===== src/rtl/exe_wb_queue.sv =====
// exe_wb_queue: in-order result queue between Execute and Writeback.
// Buffers up to DEPTH completed instruction bundles and presents them to
// Writeback oldest-first. It also counts retired (popped) bundles.
//
// Ports
//   clk, rst          clock; synchronous active-low reset
//   flush             drop every queued entry (retired is kept)
//   in_valid/in_ready Execute-side handshake; in_* carry the bundle payload
//   out_valid/out_ready Writeback-side handshake; out_* show the head entry,
//                     and are zero while the queue is empty
//   count             current occupancy (0..DEPTH)
//   retired           number of completed out handshakes (wraps)
module exe_wb_queue #(
    parameter int ADDR_WIDTH = 32,
    parameter int DEPTH      = 4,
    parameter int DATA_WIDTH = 32
) (
    input  logic                    clk,
    input  logic                    rst,
    input  logic                    flush,
    input  logic                    in_valid,
    output logic                    in_ready,
    input  logic [ADDR_WIDTH-3:0]   in_addr,
    input  logic [31:0]             in_insn,
    input  logic [4:0]              in_rd,
    input  logic                    in_we,
    input  logic [DATA_WIDTH-1:0]   in_data,
    output logic                    out_valid,
    input  logic                    out_ready,
    output logic [ADDR_WIDTH-3:0]   out_addr,
    output logic [31:0]             out_insn,
    output logic [4:0]              out_rd,
    output logic                    out_we,
    output logic [DATA_WIDTH-1:0]   out_data,
    output logic [$clog2(DEPTH):0]  count,
    output logic [31:0]             retired
);
    localparam int PW = $clog2(DEPTH);
    localparam int CW = PW + 1;

    typedef struct packed {
        logic [ADDR_WIDTH-3:0] addr;
        logic [31:0]           insn;
        logic [4:0]            rd;
        logic                  we;
        logic [DATA_WIDTH-1:0] data;
    } entry_t;

    entry_t        mem [DEPTH];
    entry_t        head;
    logic [PW-1:0] wp;
    logic [PW-1:0] rp;
    logic          push;
    logic          pop;

    // Ready comes only from registered occupancy: a full queue never
    // accepts in the same cycle it pops.
    assign in_ready  = (count != CW'(DEPTH));
    assign out_valid = (count != '0);
    assign push      = in_valid && in_ready && !flush;
    assign pop       = out_valid && out_ready && !flush;

    always_ff @(posedge clk) begin
        if (!rst) begin
            wp      <= '0;
            rp      <= '0;
            count   <= '0;
            retired <= '0;
        end else if (flush) begin
            wp    <= '0;
            rp    <= '0;
            count <= '0;
        end else begin
            if (push) wp <= wp + PW'(1);
            if (pop) begin
                rp      <= rp + PW'(1);
                retired <= retired + 32'd1;
            end
            if (push && !pop)
                count <= count + CW'(1);
            else if (pop && !push)
                count <= count - CW'(1);
        end
    end

    // Payload storage is not reset; an entry is only visible while counted.
    always_ff @(posedge clk) begin
        if (push)
            mem[wp] <= '{addr: in_addr, insn: in_insn, rd: in_rd, we: in_we, data: in_data};
    end

    assign head     = mem[rp];
    assign out_addr = out_valid ? head.addr : '0;
    assign out_insn = out_valid ? head.insn : '0;
    assign out_rd   = out_valid ? head.rd   : '0;
    assign out_we   = out_valid ? head.we   : 1'b0;
    assign out_data = out_valid ? head.data : '0;

endmodule


===== config.mk =====
export PLATFORM = sky130hd
export DESIGN_NAME = exe_wb_queue
export DESIGN_NICKNAME = d
export VERILOG_FILES = /design/src/rtl/exe_wb_queue.sv
export SDC_FILE = /design/constraint.sdc
export NUM_CORES = 1
export LEC_CHECK = 0
export ABC_AREA = 1
export BUFFER_PORTS_ARGS = -buffer_cell sky130_fd_sc_hd__buf_2
export CELL_PAD_IN_SITES_DETAIL_PLACEMENT = 1
export CELL_PAD_IN_SITES_GLOBAL_PLACEMENT = 1
export CORE_ASPECT_RATIO = 0.9
export CORE_MARGIN = 8
export CORE_UTILIZATION = 49
export DETAILED_ROUTE_END_ITERATION = 7
export PLACE_DENSITY_LB_ADDON = 0.1
export SYNTH_ARGS = -nofsm -noshare
export SYNTH_HDL_FRONTEND = slang
export SYNTH_SLANG_ARGS = --single-unit
export TNS_END_PERCENT = 100

===== constraint.sdc =====
create_clock -name clk -period 8.6 [get_ports clk]
set_clock_uncertainty 0.2 [all_clocks]
set_input_delay 0.86 -clock clk [delete_from_list [all_inputs] [get_ports clk]]
set_output_delay 0.86 -clock clk [all_outputs]
set_load 0.02 [all_outputs]

======== Word level (Yosys, flattened, before mapping) ========
Memory sizes are Yosys's and may differ from the RTL's. A register that Yosys moved wholly into a read port is not among the register bits.
Index checks and enable logic that the tools add are counted.
storage, ports and cells
  register bits ........................... 39
  bits in writable memories ............... 400
  input bits .............................. 105
  output and inout port bits .............. 137
  logic and storage cells ................. 37
  memories ................................ 1
memories
  name  depth  bits a word  rd ports  clocked after memory_dff  wr ports  RTL line  RTL
  mem   4      100          1         1                         1         49        entry_t mem [DEPTH];
operators by class
  add/subtract/negate cells ............... 5
  eq/ne operators ......................... 1
  mux-type cells .......................... 11
  bitwise operators ....................... 2
  reduce and logical (&&, ||, !) cells .... 13
operator list
  kind                   count
  $mux 32                2
  $add 32x1->32 const B  1
  $mux 30                1
  $logic_and 1x1->1      6
  $mux 3                 2
  $mux 5                 1
  $add 2x1->2 const B    2
  $mux 2                 2
  $add 3x1->3 const B    1
  $logic_not 1->1        3
  $mux 1                 3
  $ne 3x3->1 const B     1
  $reduce_bool 3->1      1
  $sub 3x1->3 const B    1
  $not 1->1              2
  $reduce_and 2->1       1
  $reduce_bool 2->1      1
  $reduce_or 2->1        1

======== Depth between registers and ports, before layout ========
Gate-level depths: netlist (run 1).
  word-level depth ........................ 7
  mapped depth ............................ 12
  gate-level depth less buffers ........... 11

======== Worst setup path after synthesis (run 1) ========
Ideal clock, no wire load.
  path type ............................... input to register
  start point ............................. in in_valid
  end point ............................... mem mem[0][0] (netlist name), enable pin
  library setup time ...................... 0.559 ns
  arrival time ............................ 5.333 ns
  required time ........................... 7.841 ns
  path slack .............................. 2.507 ns
  cell stages on the path ................. 4
  buffers on the path ..................... 0
  cells stage by stage .................... nand2_1 nor2_1 inv_1 nor2_1
on the way
  cells in the longest elaborated chain, start to end .. 4
RTL lines
  element                         RTL line  RTL
  start, declared                 21        input logic in_valid,
  $logic_and 1x1->1 (2 in a row)  60        assign push = in_valid && in_ready && !flush;
  net push                        53        logic push;
  $mux 1                          88        if (push)
  $mux 1 (not written as such)    89        mem[wp] <= '{addr: in_addr, insn: in_insn, rd: in_rd, we: in_we, data: in_data};
  end, declared                   49
The timed path passes the listed nets, and every way through them passes these cells.

==> results of run 1 <==
## final cells by class
| class | instances | area [um2] | area share |
|---|---|---|---|
| Clock buffer | 62 | 1230 | 0.0596 |
| Timing Repair Buffer | 255 | 1310 | 0.0634 |
| Antenna cell | 3 | 7.51 | 0.000363 |
| Clock inverter | 20 | 149 | 0.00720 |
| Tap cell | 476 | 596 | 0.0288 |
| Sequential cell | 441 | 12800 | 0.621 |
| Multi-Input combinational cell | 954 | 4310 | 0.208 |
| Inverter | 65 | 249 | 0.0120 |
## power groups by stage
| stage | Sequential [uW] | Clock (uW) | Combinational, uW |
|---|---|---|---|
| after floorplan | 2440 | 0 | 144 |
| after detailed placement | 2430 | 0 | 277 |
| after global placement | 2430 | 0 | 271 |
| after global routing | 2390 | 1940 | 301 |
| final | 2390 | 1840 | 276 |
| after CTS | 2390 | 1880 | 280 |
## Yosys cell counts, drive strengths merged
library cell  count
nor2            479
clkbuf           50
and3              1
nor3              4
edfxtp          400
buf              30
ha                6
o21bai            4
nand3b            1
nand4            15
o21a              1
and2              1
nand3            18
a21oi           119
inv              63
nor2b             1
clkinv            2
xor2              3
o21ai           220
fa                1
dfxtp            41
nand2            80
## worst max-delay path by stage
stage | from | endpoint | cells past startpoint
6_report | flip-flop | out_addr[4] | 7
5_1_grt | flip-flop | out_data[22] | 7
4_1_cts | flip-flop | out_addr[3] | 7
3_5_place_dp | flip-flop | out_data[12] | 7
3_3_place_gp | flip-flop | out_data[12] | 7
2_1_floorplan | in_valid | mem[0][0] | 4
## cells by family after synthesis
logic type               Yosys count  share of synthesized area
AND/OR/NAND/NOR                  600                      0.136
adder cells (fa/ha/maj)            7                    0.00537
XOR/XNOR                           3                    0.00149
flip-flops                       441                      0.725
AO/OA/AOI/OAI                    344                     0.0984
buffers and inverters            145                     0.0330
## critical path: stages (launching register included)
cell and delay [ns]:
dfxtp_4 0.54, buf_4 0.80, buf_4 0.90, nor2_1 0.11, nor2_1 0.12, o21ai_0 0.14, a21oi_1 0.31, buf_2 0.23
## metal layers
layer / global-route usage / vias up / routed length [um]
met2: 0.385 / 313 / 23800
met3: 0.0430 / 61 / 2500
met4: 0.0583 / 4 / 894
met1: 0.273 / 6147 / 20200
li1: - / 5797 / -
met5: 0 / - / 28
## state kept, by name, summed over array words and instances (netlist names), named ones only
name,cells
rp,2
wp,2
retired,32
count,3
mem,400
## through the flow
step,hold WS [ns],worst slack (ns),std cells,utilization
global placement,0.257,4.41,2191,0.539
global route,0.307,3.46,2275,0.577
finish,0.282,3.77,2276,0.577
detailed placement,0.270,4.33,2191,0.539
floorplan,0.236,2.51,1540,-
CTS,0.285,3.68,2273,0.577
## cells in the final DEF (no fill, tap or decap), drive strengths merged, types with 2 or more instances in the layout
cell type | Yosys | final
nor3 | 4 | 4
clkinvlp | 0 | 2
o21bai | 4 | 4
a21oi | 119 | 119
clkinv | 2 | 19
inv | 63 | 62
diode | 0 | 3
bufinv | 0 | 2
ha | 6 | 6
edfxtp | 400 | 400
nor2 | 479 | 479
dfxtp | 41 | 41
buf | 30 | 255
clkbuf | 50 | 62
nand4 | 15 | 15
nand3 | 18 | 18
xor2 | 3 | 3
nand2 | 80 | 80
o21ai | 220 | 220
==> results by group, run 1 <==
Clocking
  – Sink Count: roughly 440
  – Clk slew on worst S/H paths: approximately 0.060 ns
  – CTS-repair resized insts: 0
  – Clock latency on the worst-skew pair: roughly 0.55 ns
  – CTS hold repair buffers: 0
  – CTS root buf: clkbuf_16
  – Maximum level of the CTS H-tree: 2
  – CTS tree: done
  – Cts bufs inserted: 45
  – # Post-CTS Setup Buffers: 0
  – Clock Path Buffers: 3

Floorplanning
  – Die Area: 42500 um2
  – Die height: slightly below 200 um
  – IO Pins: approximately 240
  – Width of the die: around 220 um
  – Core area: approximately 36000 um2
  – Row Count: 66
  – Initial Util: 0.494

Finish
  – Final instance area: between 20000 and 25000 um2
  – NumNets Final: roughly 1900
  – Layout fillers: 3812
  – P&R area growth vs syn: 17.0%
  – Layout cell share with drive strength beyond 1: 0.196

Logic synthesis
  – Post-Syn Area: about 18000 um2
  – Post-synthesis net count: ~1700
  – Seq/Total Area, Yosys: 0.725
  – YS warnings: 0
  – Synth area leader: edfxtp_1
  – Unique masters post-synth: 34
  – Syn avg cell area: between 10 and 15 um2
  – Top-area cell type share of the netlist area: 0.679
  – Mapped Cells: around 1500
  – Synth area leaders: edfxtp_1 (68%), nor2_1 (9.9%), o21ai_0 (5.0%), dfxtp_1 (4.6%), a21oi_1 (3.3%)
  – Synth Register Bits: around 440

GRT
  – Gr ovfl total: 0
  – Vias in the first global route: around 13000
  – GRT Total Usage: 0.218
  – First-pass GRT wire length: 73200 um
  – Initial antenna violation count: 6
  – Largest net degree at the start of global routing: 119

Placed design
  – DP Wirelength: around 28000 um
  – Dpl cell area: 19300 um2
  – Placer congestion estimate: approximately 0.80
  – I/O Buffers: around 240

Min path
  – Hold Path Origin: rp[1]
  – Hold depth: 2
  – Min-Delay Path Class: flip-flop to flip-flop

STA
  – Final hold violation count: 0
  – RSZ-0062 raised after global routing: false
  – Slew margin rel.: 0.215
  – Slew Viols, Final: 0
  – Fin Setup TNS: 0 ns
  – Final setup vio count: 0
  – Worst slew pin tran: approximately 1.2 ns
  – Max Fclk: slightly above 200 MHz
  – Fin crit period: approximately 4.8 ns
  – Final worst-path cycle share: 0.562

Detailed routing
  – DR vias: 12300
  – Post-route ant nets: 0
  – DR iter-0 viols: 670
  – WL final: roughly 47000 um
  – Drt drc: 0
  – Wire per inst: around 21 um
  – Drt first pass iters: 5
  – Vias/cell: about 5.4

Worst setup path
  – Critical path class: flip-flop to primary output
  – Reg-to-Reg Start: count[0]
  – FF-to-FF setup slack: 5.23 ns
  – Data required, critical path: between 7 and 8 ns
  – Crit-path max FO: 90
  – R2R depth: 8
  – Critical Path AT: about 3.8 ns
  – CP Launch Type: flip-flop
  – FF-to-FF End: mem[0][97]
  – Critical Path End Type: primary output

Power and ir drop
  – Internal power: about 3500 uW
  – Clk pwr share: 0.408
  – Worst VDD drop: roughly 0.15 mV
  – Flop pwr share: 0.531
  – PD cells: between 200 and 250 nW/um2
  – Switching Fraction: 0.220
  – Switching power: ~990 uW
  – LEAKAGE: roughly 0.0077 uW
  – Total Power: approximately 4500 uW
  – Logic pwr share: 0.061

Run status
  – Status: finished clean

Run
  – Max_cap viols: 0
Note: power is estimated with default switching activity, not from simulation.
==> inputs of run 2 (changes only) <==
--- a/config.mk
+++ b/config.mk
@@ -11,7 +11,7 @@
 export CELL_PAD_IN_SITES_GLOBAL_PLACEMENT = 1
 export CORE_ASPECT_RATIO = 0.9
 export CORE_MARGIN = 8
-export CORE_UTILIZATION = 49
+export CORE_UTILIZATION = 41
 export DETAILED_ROUTE_END_ITERATION = 7
 export PLACE_DENSITY_LB_ADDON = 0.1
 export SYNTH_ARGS = -nofsm -noshare
==> constraint.sdc (replaced) <==
create_clock -name clk -period 4 [get_ports clk]
set_clock_uncertainty 0.2 [all_clocks]
set_input_delay 0.4 -clock clk [delete_from_list [all_inputs] [get_ports clk]]
set_output_delay 0.4 -clock clk [all_outputs]
set_load 0.02 [all_outputs]
==> results by group, run 2 (synthesis results as in run 1) <==
Run status
  – Status: finished clean

Worst setup path
  – Data required, critical path: 3.40 ns
  – CP Launch Type: flip-flop
  – Slowest-stage cell, CP: dfxtp_4
  – Crit-path max FO: between 50 and 60
  – Critical Path AT: 2.83 ns
  – Slowest stage delay, CP: about 0.76 ns
  – FF-to-FF setup slack: between 1 and 1.5 ns
  – Critical path class: flip-flop to primary output
  – Critical Path End Type: primary output
  – CP Cell Sequence: buf_4, nor2_1, o21ai_0, a21oi_1, buf_2

Run
  – Max_cap viols: 0

Detailed routing
  – Post-route ant nets: 0
  – WL final: about 49000 um
  – DR iter-0 viols: around 760
  – DR vias: roughly 13000
  – Drt first pass iters: 5
  – Vias/cell: just over 5
  – Drt drc: 0
  – Wire per inst: roughly 20 um

STA
  – Final worst-path cycle share: 0.857
  – RSZ-0062 raised after global routing: false
  – Max Fclk: 292 MHz
  – Fin crit period: 3.43 ns
  – Worst slew pin tran: between 0.8 and 0.9 ns
  – Final hold violation count: 0
  – Final setup vio count: 0
  – Slew margin rel.: 0.435
  – Setup ws final: 0.571 ns
  – Slew Viols, Final: 0

Floorplanning
  – Initial Util: 0.413
  – Core area: about 43000 um2
  – Width of the die: ~230 um
  – Row Count: 72
  – Die height: 213 um
  – Die Area: 50100 um2
  – IO Pins: around 240

Finish
  – Commonest non-fill, non-tap cell in the layout: nor2_1
  – P&R area growth vs syn: 24.9%
  – Layout cell share with drive strength beyond 1: 0.189
  – Most frequent cells in the layout: nor2_1 (462), edfxtp_1 (400), buf_2 (241)
  – Biggest register: mem
  – Max FFs per register: 400
  – Largest regs: mem x400, retired x32, count x3
  – Layout Cells excl Fill: 2459
  – NumNets Final: between 1500 and 2000

Clocking
  – CTS-repair resized insts: 0
  – Clock latency on the worst-skew pair: approximately 0.57 ns
  – Clk slew on worst S/H paths: ~0.060 ns
  – Cts bufs inserted: 47
  – # Post-CTS Setup Buffers: 0
  – CTS root buf: clkbuf_16
  – Clock Path Buffers: 3
  – CTS hold repair buffers: 100
  – Maximum level of the CTS H-tree: 2
  – Sink Count: 441
  – CTS tree: done

Power and ir drop
  – LEAKAGE: ~0.008 uW
  – Total Power: between 10000 and 15000 uW
  – Worst VDD drop: approximately 0.33 mV
  – PD cells: 459 nW/um2

Placed design
  – Placer congestion estimate: 0.742
  – DP Wirelength: 29400 um
  – Inst Count DP: about 2300
  – I/O Buffers: 241
  – Pre-CTS setup slack: about 1.1 ns

GRT
  – Vias in the first global route: around 13000
  – Gr ovfl total: 0
  – Largest net degree at the start of global routing: approximately 130
  – First-pass GRT wire length: 76800 um
  – Initial antenna violation count: 4
  – GRT Total Usage: 0.195

Min path
  – Min-Delay Path Class: input port to flip-flop
run 2: changes by cell type in the layout (fill, tap and decap cells not counted), sizes merged:
cell | before | now
buf | 255 | 259
dlygate4sd3 | 0 | 100
bufinv | 2 | 6
diode | 3 | 4
clkbuf | 62 | 60
clkinvlp | 2 | 1
clkinv | 19 | 18
inv | 62 | 61
run 2: metal layers:
metal / global-route usage / vias up / part of all wire
li1: - / 6007 / -
met1: 0.248 / 6298 / 0.44
met2: 0.344 / 232 / 0.50
met3: 0.0381 / 64 / 0.043
met4: 0.0431 / 2 / 0.016
met5: 0 / - / 0.00030
run 2: stage by stage:
stage          setup TNS, ns  hold WS [ns]   util  area (um2)
3_5_place_dp               0         0.266  0.457       19600
2_1_floorplan        -164.50         0.236      -       17700
6_report                   0        0.0647  0.516       22100
4_1_cts                    0        0.0205  0.516       22100
5_1_grt                    0        0.0779  0.516       22100
3_3_place_gp               0         0.254  0.457       19600
run 2: worst paths after layout:
kind,to,startpoint,depth (start not counted)
worst max-delay path,out_data[20],flip-flop,5
worst min-delay path,wp[0],in_valid,3
worst max register to register,mem[1][44],count[0],7
worst min register to register,flip-flop,rp[0],1
run 2: where the power goes:
| group | switching (uW) | total [uW] | internal (uW) |
|---|---|---|---|
| Combinational | 446 | 674 | 228 |
| Clock | 1720 | 4340 | 2620 |
| Sequential | 20.8 | 5130 | 5110 |
run 2: final cells by class:
type	instances	area (um2)
antenna	4	10.0
clock buffer	60	1280
clock inverter	21	246
fill	4544	20700
inverter	65	249
multi-input combinational	954	4310
sequential	441	12800
tap	555	694
timing repair buffer	359	2470
run 2: worst max-delay path: cells and delay by family (launching register included):
family                 cells  cell delay (ns)
and+or+nand+nor            1             0.11
buffers and inverters      2             0.92
DFF                        1             0.76
AOI/OAI and AO/OA          2             0.37
==> inputs of run 3 (changes only) <==
--- a/config.mk
+++ b/config.mk
@@ -13,7 +13,7 @@
 export CORE_MARGIN = 8
 export CORE_UTILIZATION = 41
 export DETAILED_ROUTE_END_ITERATION = 7
-export PLACE_DENSITY_LB_ADDON = 0.1
+export PLACE_DENSITY = 0.86
 export SYNTH_ARGS = -nofsm -noshare
 export SYNTH_HDL_FRONTEND = slang
 export SYNTH_SLANG_ARGS = --single-unit
==> results by group, run 3 (synthesis results as in run 1) <==
Worst setup path
  – Buf+Inv Stages, Crit Path: 3
  – Slowest stage delay, CP: around 0.65 ns
  – CP Launch Type: flip-flop
  – Data required, critical path: 3.40 ns
  – Slowest-stage cell, CP: clkinv_2
  – Critical Path AT: around 2.9 ns
  – R2R depth: 7
  – FF-to-FF End: mem[0][1]
  – Crit-path max FO: 48
  – Reg-to-Reg Start: count[0]
  – FF-to-FF setup slack: ~1.3 ns
  – CP Cell Sequence: nor2_2, nand2_2, clkinv_2, buf_4, a21oi_1, buf_2
  – Critical Path End Type: primary output
  – Top Family by Delay on Critical Path: buffers and inverters
  – Critical path class: flip-flop to primary output

STA
  – Worst slew pin tran: about 1.1 ns
  – Max Fclk: 284 MHz
  – Slew Viols, Final: 0
  – Final setup vio count: 0
  – Slew margin rel.: 0.277
  – RSZ-0062 raised after global routing: false
  – Fin crit period: roughly 3.5 ns
  – Final hold violation count: 0
  – Final worst-path cycle share: 0.879

Finish
  – P&R area growth vs syn: 24.8%
  – Biggest register: mem
  – Layout cell share with drive strength beyond 1: 0.196
  – Final instance area: 22100 um2
  – Most frequent cells in the layout: nor2_1 (462), edfxtp_1 (400), buf_2 (241)
  – Largest regs: mem x400, retired x32, count x3
  – NumNets Final: between 1500 and 2000
  – Max FFs per register: 400
  – Core occupancy in the finished layout: 0.516
  – Commonest non-fill, non-tap cell in the layout: nor2_1

Detailed routing
  – Drt drc: 0
  – DR iter-0 viols: between 800 and 900
  – DR vias: approximately 13000
  – Wire per inst: about 22 um
  – Drt first pass iters: 5
  – WL final: around 53000 um
  – Post-route ant nets: 0
  – Vias/cell: 5.29

Floorplanning
  – Die height: between 200 and 250 um
  – Width of the die: approximately 230 um
  – Row Count: 72
  – Core area: 42800 um2
  – Initial Util: 0.413
  – Die Area: 50100 um2
  – IO Pins: 242

Power and ir drop
  – LEAKAGE: 0.00819 uW
  – PD cells: 457 nW/um2
  – Worst VDD drop: about 0.44 mV
  – Total Power: 10100 uW

GRT
  – Met2 usage: 0.374
  – Vias in the first global route: 14400
  – GR Layer Usage met3: 0.0383
  – Gr ovfl total: 0
  – First-pass GRT wire length: 82100 um
  – GRT busiest layer: met2
  – Largest net degree at the start of global routing: between 200 and 250
  – Initial antenna violation count: 8
  – GRT Total Usage: 0.210
  – Met1 Usage GRT: 0.250

Clocking
  – Maximum level of the CTS H-tree: 2
  – Clock latency on the worst-skew pair: approximately 0.55 ns
  – Clock Path Buffers: 3
  – CTS tree: done
  – Cts bufs inserted: 47
  – Clk slew on worst S/H paths: 0.06 ns
  – CTS root buf: clkbuf_16
  – # Post-CTS Setup Buffers: 0
  – Sink Count: roughly 440

Run status
  – Status: finished clean

Run
  – Max_cap viols: 0

Placed design
  – Placer congestion estimate: 0.821
  – DP Wirelength: a little over 30000 um
  – I/O Buffers: about 240
  – Dpl cell area: ~20000 um2

Min path
  – Hold worst-path end: wp[0]
  – Min-Delay Path Class: input port to flip-flop
  – Hold depth: 4
  – Hold Path Origin: flush
## run 3: changes by cell type in the layout (fill, tap and decap cells not counted), sizes merged
cell / delta
buf: +5
diode: +5
bufinv: -2
dlygate4sd3: +1
clkinv: +7
inv: +2
clkinvlp: +3
clkbuf: -6
## run 3: report_power, final
part	internal, uW	total [uW]	switching, uW
logic	231	691	460
registers	5110	5130	26.0
clock network	2470	4270	1800
total	7800	10100	2290
## run 3: area by class of cell
class | instances | area [um2]
Fill cell | 4563 | 20700
Sequential cell | 441 | 12800
Multi-Input combinational cell | 954 | 4310
Timing Repair Buffer | 365 | 2450
Clock buffer | 54 | 1220
Tap cell | 555 | 694
Clock inverter | 31 | 289
Inverter | 65 | 250
Antenna cell | 9 | 22.5
## run 3: repair_timing
item | in CTS | in global routing
endpoints found under the setup margin | 0 | 0
hold buffers | 101 | 0
resized for setup | 0 | 0
hold endpoints to repair | 401 | 0
## run 3: tightest hold or removal path, stage by stage
cell	delay, ns
buf_2	0.13
nor2_1	0.12
o21ai_0	0.10
a21oi_1	0.04
## run 3: stage by stage
stage          hold WS [ns]  cells  TNS [ns]  setup WS [ns]
2_1_floorplan         0.236   1540   -164.50         -0.411
3_3_place_gp          0.248   2279         0           1.12
3_5_place_dp          0.259   2279         0           1.09
4_1_cts              0.0471   2465         0          0.440
5_1_grt              0.0893   2473         0          0.314
6_report             0.0889   2474         0          0.484
## run 3: how the worst max path moves through the flow
stage                               to  cells past startpoint  slack [ns]      from
after global placement    out_data[16]                      6        1.12  count[0]
after detailed placement  out_data[16]                      6        1.09  count[0]
final                     out_insn[18]                      6        0.48  count[0]
after CTS                 out_data[16]                      6        0.44  count[0]
after global routing      out_insn[18]                      6        0.31  count[0]
after floorplan              mem[0][0]                      6       -0.41  count[0]
## run 3: metal layers
layer | vias up | routed length [um]
met5 | - | 0
met4 | 0 | 1620
met3 | 100 | 2900
met2 | 403 | 27300
met1 | 6559 | 21600
li1 | 6036 | -
